==> config.mk <==
export PLATFORM = sky130hd
export DESIGN_NAME = prbs_sat_cnt
export DESIGN_NICKNAME = d
export VERILOG_FILES = /design/src/rtl/prbs_checker_pkg.sv /design/src/rtl/prbs_sat_cnt.sv
export SDC_FILE = /design/constraint.sdc
export NUM_CORES = 1
export LEC_CHECK = 0
export CAP_MARGIN = 40
export CORE_MARGIN = 2
export CORE_UTILIZATION = 45
export CTS_BUF_LIST = sky130_fd_sc_hd__clkbuf_8
export CTS_CLUSTER_SIZE = 16
export DETAILED_ROUTE_END_ITERATION = 6
export MAX_ROUTING_LAYER = met4
export PLACE_DENSITY = 0.76
export SLEW_MARGIN = 20
export SYNTH_ARGS = -nofsm -noshare
export SYNTH_HDL_FRONTEND = slang
export SYNTH_SLANG_ARGS = --single-unit
==> constraint.sdc <==
create_clock -name clk -period 2.2 [get_ports clk]
set_clock_uncertainty 0.2 [all_clocks]
set_input_delay 0.66 -clock clk [delete_from_list [all_inputs] [get_ports clk]]
set_output_delay 0.66 -clock clk [all_outputs]
set_load 0.02 [all_outputs]
==> src/rtl/prbs_checker_pkg.sv <==
// Shared definitions for the PRBS checker: FSM encoding, default sizing, LFSR taps.
package prbs_checker_pkg;

    // x^4 + x^3 + 1 Fibonacci LFSR defaults
    localparam int unsigned DefWidth   = 4;
    localparam int unsigned DefLockCnt = 8;
    localparam int unsigned DefLossCnt = 3;

    // Predicted bit is sr[TapHi] ^ sr[TapLo]
    localparam int unsigned TapHi = 3;
    localparam int unsigned TapLo = 2;

    localparam int unsigned ErrCntW = 16;

    typedef enum logic [1:0] {
        StSeed   = 2'd0,
        StVerify = 2'd1,
        StLocked = 2'd2
    } state_e;

endpackage

==> src/rtl/prbs_sat_cnt.sv <==
// 16-bit saturating up-counter with synchronous clear; clear beats increment.
module prbs_sat_cnt
    import prbs_checker_pkg::*;
(
    input  logic               clk,
    input  logic               rst,
    input  logic               inc,
    input  logic               clr,
    output logic [ErrCntW-1:0] cnt
);

    logic [ErrCntW-1:0] cnt_q;

    // Count up to all-ones and hold there
    always_ff @(posedge clk) begin
        if (rst) begin
            cnt_q <= '0;
        end else if (clr) begin
            cnt_q <= '0;
        end else if (inc && (cnt_q != '1)) begin
            cnt_q <= cnt_q + 1'b1;
        end
    end

    assign cnt = cnt_q;

endmodule

Word level (Yosys, flattened, before mapping)
Cells that the tools add are included.
Widths: inputs -> output; s select.
{"block": "classes", "addsub": 1, "n_eq_ne": 1, "n_reduce_logical": 2}
{"op": "$add 16x1->16 const B", "count": 1}
{"op": "$ne 16x16->1 const B", "count": 1}
{"op": "$reduce_or 2->1", "count": 1}
{"op": "$logic_and 1x1->1", "count": 1}
{"block": "totals", "ff_bits": 16, "input_bits": 4, "out_inout_bits": 16, "elab_cells": 5}

Depth between registers and ports, before layout
{"block": "depth", "ltp_word": 2, "mapped_depth": 6, "mapped_depth_nobuf": 5}

Least setup slack after synthesis
No wires, ideal clock.
{"block": "synth_timing", "kind": "flip-flop to flip-flop", "from": "register cnt_q[0] (netlist: cnt[0])", "to": "register cnt_q[12] (netlist: cnt[12])", "setup_time_ns": 0.091, "t_arrival_ns": 1.496, "required_ns": 1.909, "setup_slack_ns": 0.413, "stages_incl_launch_ff": 7, "n_path_buf": 1, "period_less_slack_ns": 1.787, "cell_sequence": "dfxtp_1 > ha_1 > and4_4 > and3_1 > buf_4 > a31oi_1 > a311oi_1"}
{"block": "synth_between", "elab_chain_len": 2, "word_cells_on_any_way": 3, "classes_between": "1 x add/sub; 1 x eq/ne; 1 x reduce/logical"}
{"item": "from (decl)", "line_no": "prbs_sat_cnt.sv:12", "rtl": "logic [ErrCntW-1:0] cnt_q;"}
{"item": "from (signal assigned)", "line_no": "prbs_sat_cnt.sv:21", "rtl": "cnt_q <= cnt_q + 1'b1;"}
{"item": "parallel branches: the longest is 2 deep, another holds $add 16x1->16"}
Several ways; the timed one is not identified.
A chain may end at the register's enable or synchronous reset.

Final worst setup path
{"block": "layout_timing", "from": "register cnt_q[14] (netlist: cnt[14])", "to": "output cnt[14]"}
{"item": "to (decl)", "line_no": "prbs_sat_cnt.sv:9", "rtl": "output logic [ErrCntW-1:0] cnt"}
No word-level cell between the ends.

==> impl_metrics.ini <==
[place]
place_ws_ps = -165
placement.io_buffers = 19
place.gp.congestion = 0.839
hpwl_um = 1550
place_area_mm2 = 0.00120

[layout]
n_antenna_cell = 0
largest_reg_flops = 16
area_delta_synth_final_pct = 37.7
finish.utilization = 0.650
fillCellCount = 161
fin_area_mm2 = 0.00126
multi_input_area_um2 = 556
fin_nets = 139
ff_latch_area_um2 = 320
drive_gt1_frac = 0.226

[clock_tree]
clkTransAtPathRegs_ps = 70
clock_path_buffers = 2
ctsHoldBuffers = 0
clock_sinks = 16
cts_tree = yes
cts_buffers = 3
clk-insertion-delay-late_ps = 250
cts-root-buf = clkbuf_8
cts_max_level = 1

[sta]
setup_violations = 0
finalCriticalPeriod_ps = 2160
finalHoldViolations = 0
slew_viol_final = 0
finalCritPeriodShare = 0.982
rsz0062_at_grt = yes
worst_pin_slew_ps = 337
relSlewSlack = 0.775
setup_slack_ps = 38.9
fmax_mhz = 463
setup_tns_ps = 0

[min_path]
hold_class = register to register
min_from = cnt[1]

[critical_path]
critPathMaxStageDelay_ps = 640
worstReg2RegStart = cnt[0]
worstPathCellList = clkdlybuf4s50_1
cpLargestDelayFamily = buffers and inverters
endpoint_kind = output port
setup.worst_path.start = cnt[14]
crit_buf_inv = 1
crit_slowest_cell = clkdlybuf4s50_1
crit_type = register to output port
crit_fanout = 4
cp-start-kind = register
required_ps = 1340
critPathArrivalTime_ps = 1300

[power_and_ir_drop]
cellPowerDensity_mw_per_mm2 = 468
ir_drop_v = 0.000317
p_leak_nw = 0.523
finalPower_uw = 591

[grt]
antenna_found_initial = 0
grt_max_degree = 12
first_global_vias = 836
grt-ovfl-total = 0
track_usage = 0.191
grt_pass1_wl_um = 3570

[logic_synthesis]
synth.most_common_cell = dfxtp_1
ys_seq_area_frac = 0.349
synth_area_leaders = dfxtp_1, mux2i_1, nand2_1, a21oi_1, a31oi_1
synth-edff-count = 0
yosys.area.top_type = dfxtp_1
synth_cells = 102
ys.warnings.count = 0
synth_top_cells_by_count = dfxtp_1, nand2_1, a21oi_1, mux2i_1, nand3_1
async_reset_ff_frac = 0
synth_area_um2 = 917
synth_area_per_cell_um2 = 8.99
synthFlopType = dfxtp_1
synth_seq_cells = 16
yosysTopAreaCellShare = 0.349
synth_cell_types = 36
synthesis.nets = 107

[die]
io_pins = 20
fp.dieH_um = 49.1
placementRows = 16
die_area_mm2 = 0.00242
initial_core_util = 0.472
fp.dieW_um = 49.1
core_region_area_mm2 = 0.00194

[job]
maxCapViolCount = 0

[drt]
drt_iter0_drc = 24
first_pass_iters = 4
routed_wl_um = 2170
remaining_drc_errors = 0
ant_nets = 0
viasPerCell = 5.73
wl_per_cell_um = 13.6
vias = 916

[status]
status = finished, final reports clean
[stage by stage]
| step | instances | hold slack [ps] |
|---|---|---|
| 2_1_floorplan | 102 | 353 |
| 3_3_place_gp | 156 | 285 |
| 3_5_place_dp | 156 | 288 |
| 4_1_cts | 160 | 317 |
| 5_1_grt | 160 | 343 |
| 6_report | 160 | 318 |
[layout by cell type (no fill, tap or decap)]
| cell | n |
|---|---|
| dfxtp_1 | 16 |
| clkdlybuf4s50_1 | 15 |
| nand2_1 | 13 |
| buf_4 | 13 |
| a21oi_1 | 6 |
| mux2i_1 | 6 |
| nand3_1 | 5 |
| o21ai_0 | 4 |
| a31oi_1 | 4 |
| or3_1 | 4 |
| clkbuf_8 | 4 |
| nand4_1 | 3 |
| and3_1 | 3 |
| or3_2 | 3 |
| dlymetal6s2s_1 | 3 |
| and3_4 | 2 |
| and2_1 | 2 |
| nor2_1 | 2 |
| a2111o_1 | 2 |
| o21ai_1 | 2 |
| and2_2 | 2 |
| a211oi_2 | 2 |
| a211oi_1 | 2 |
| nor3_1 | 2 |
| nand4_4 | 1 |
| nor3_4 | 1 |
| and4_4 | 1 |
| or2_1 | 1 |
| a21boi_0 | 1 |
| and3_2 | 1 |
| inv_1 | 1 |
| a41o_1 | 1 |
| a311oi_1 | 1 |
| o2111ai_1 | 1 |
| o2111a_1 | 1 |
| ha_1 | 1 |
| dlygate4sd2_1 | 1 |
[what timing repair did]
| item | CTS | global route |
|---|---|---|
| gates resized for setup | 1 | 4 |
| setup buffers | 0 | 0 |
| setup endpoints to repair | 1 | 6 |
[power breakdown]
part,leakage (nW),switching (mW),internal [mW]
clock,0.0288,0.104,0.159
sequential,0.129,0.00182,0.291
combinational,0.365,0.0159,0.0201
[per-layer routing]
metal	GRT usage	vias to the layer above	wire length (µm)
met4	0.0714	0	12
met3	0.0307	2	105
met5	-	-	0
li1	-	453	-
met2	0.302	26	1030
met1	0.246	435	1020
[layout make-up]
type                            instances  share of cell area
Multi-Input combinational cell         80               0.440
Sequential cell                        16               0.254
Timing Repair Buffer                   32               0.233
Clock buffer                            4              0.0436
Inverter                                1             0.00297
Tap cell                               27              0.0268
[path summary, 6_finish.rpt]
check | end | slack [ps] | depth (start not counted)
setup / recovery | cnt[14] | 40 | 1
hold / removal | cnt[1] | 320 | 2
setup reg to reg | cnt[12] | 410 | 5
hold reg to reg | cnt[1] | 320 | 2
[kinds of logic after synthesis]
logic type | synth area share
buffers and inverters | 0.0505
flip-flops | 0.349
AND/OR/NAND/NOR | 0.315
AO/OA/AOI/OAI | 0.206
multiplexers | 0.0655
adder cells (fa/ha/maj) | 0.0136
(Power assumes the default switching activity.)
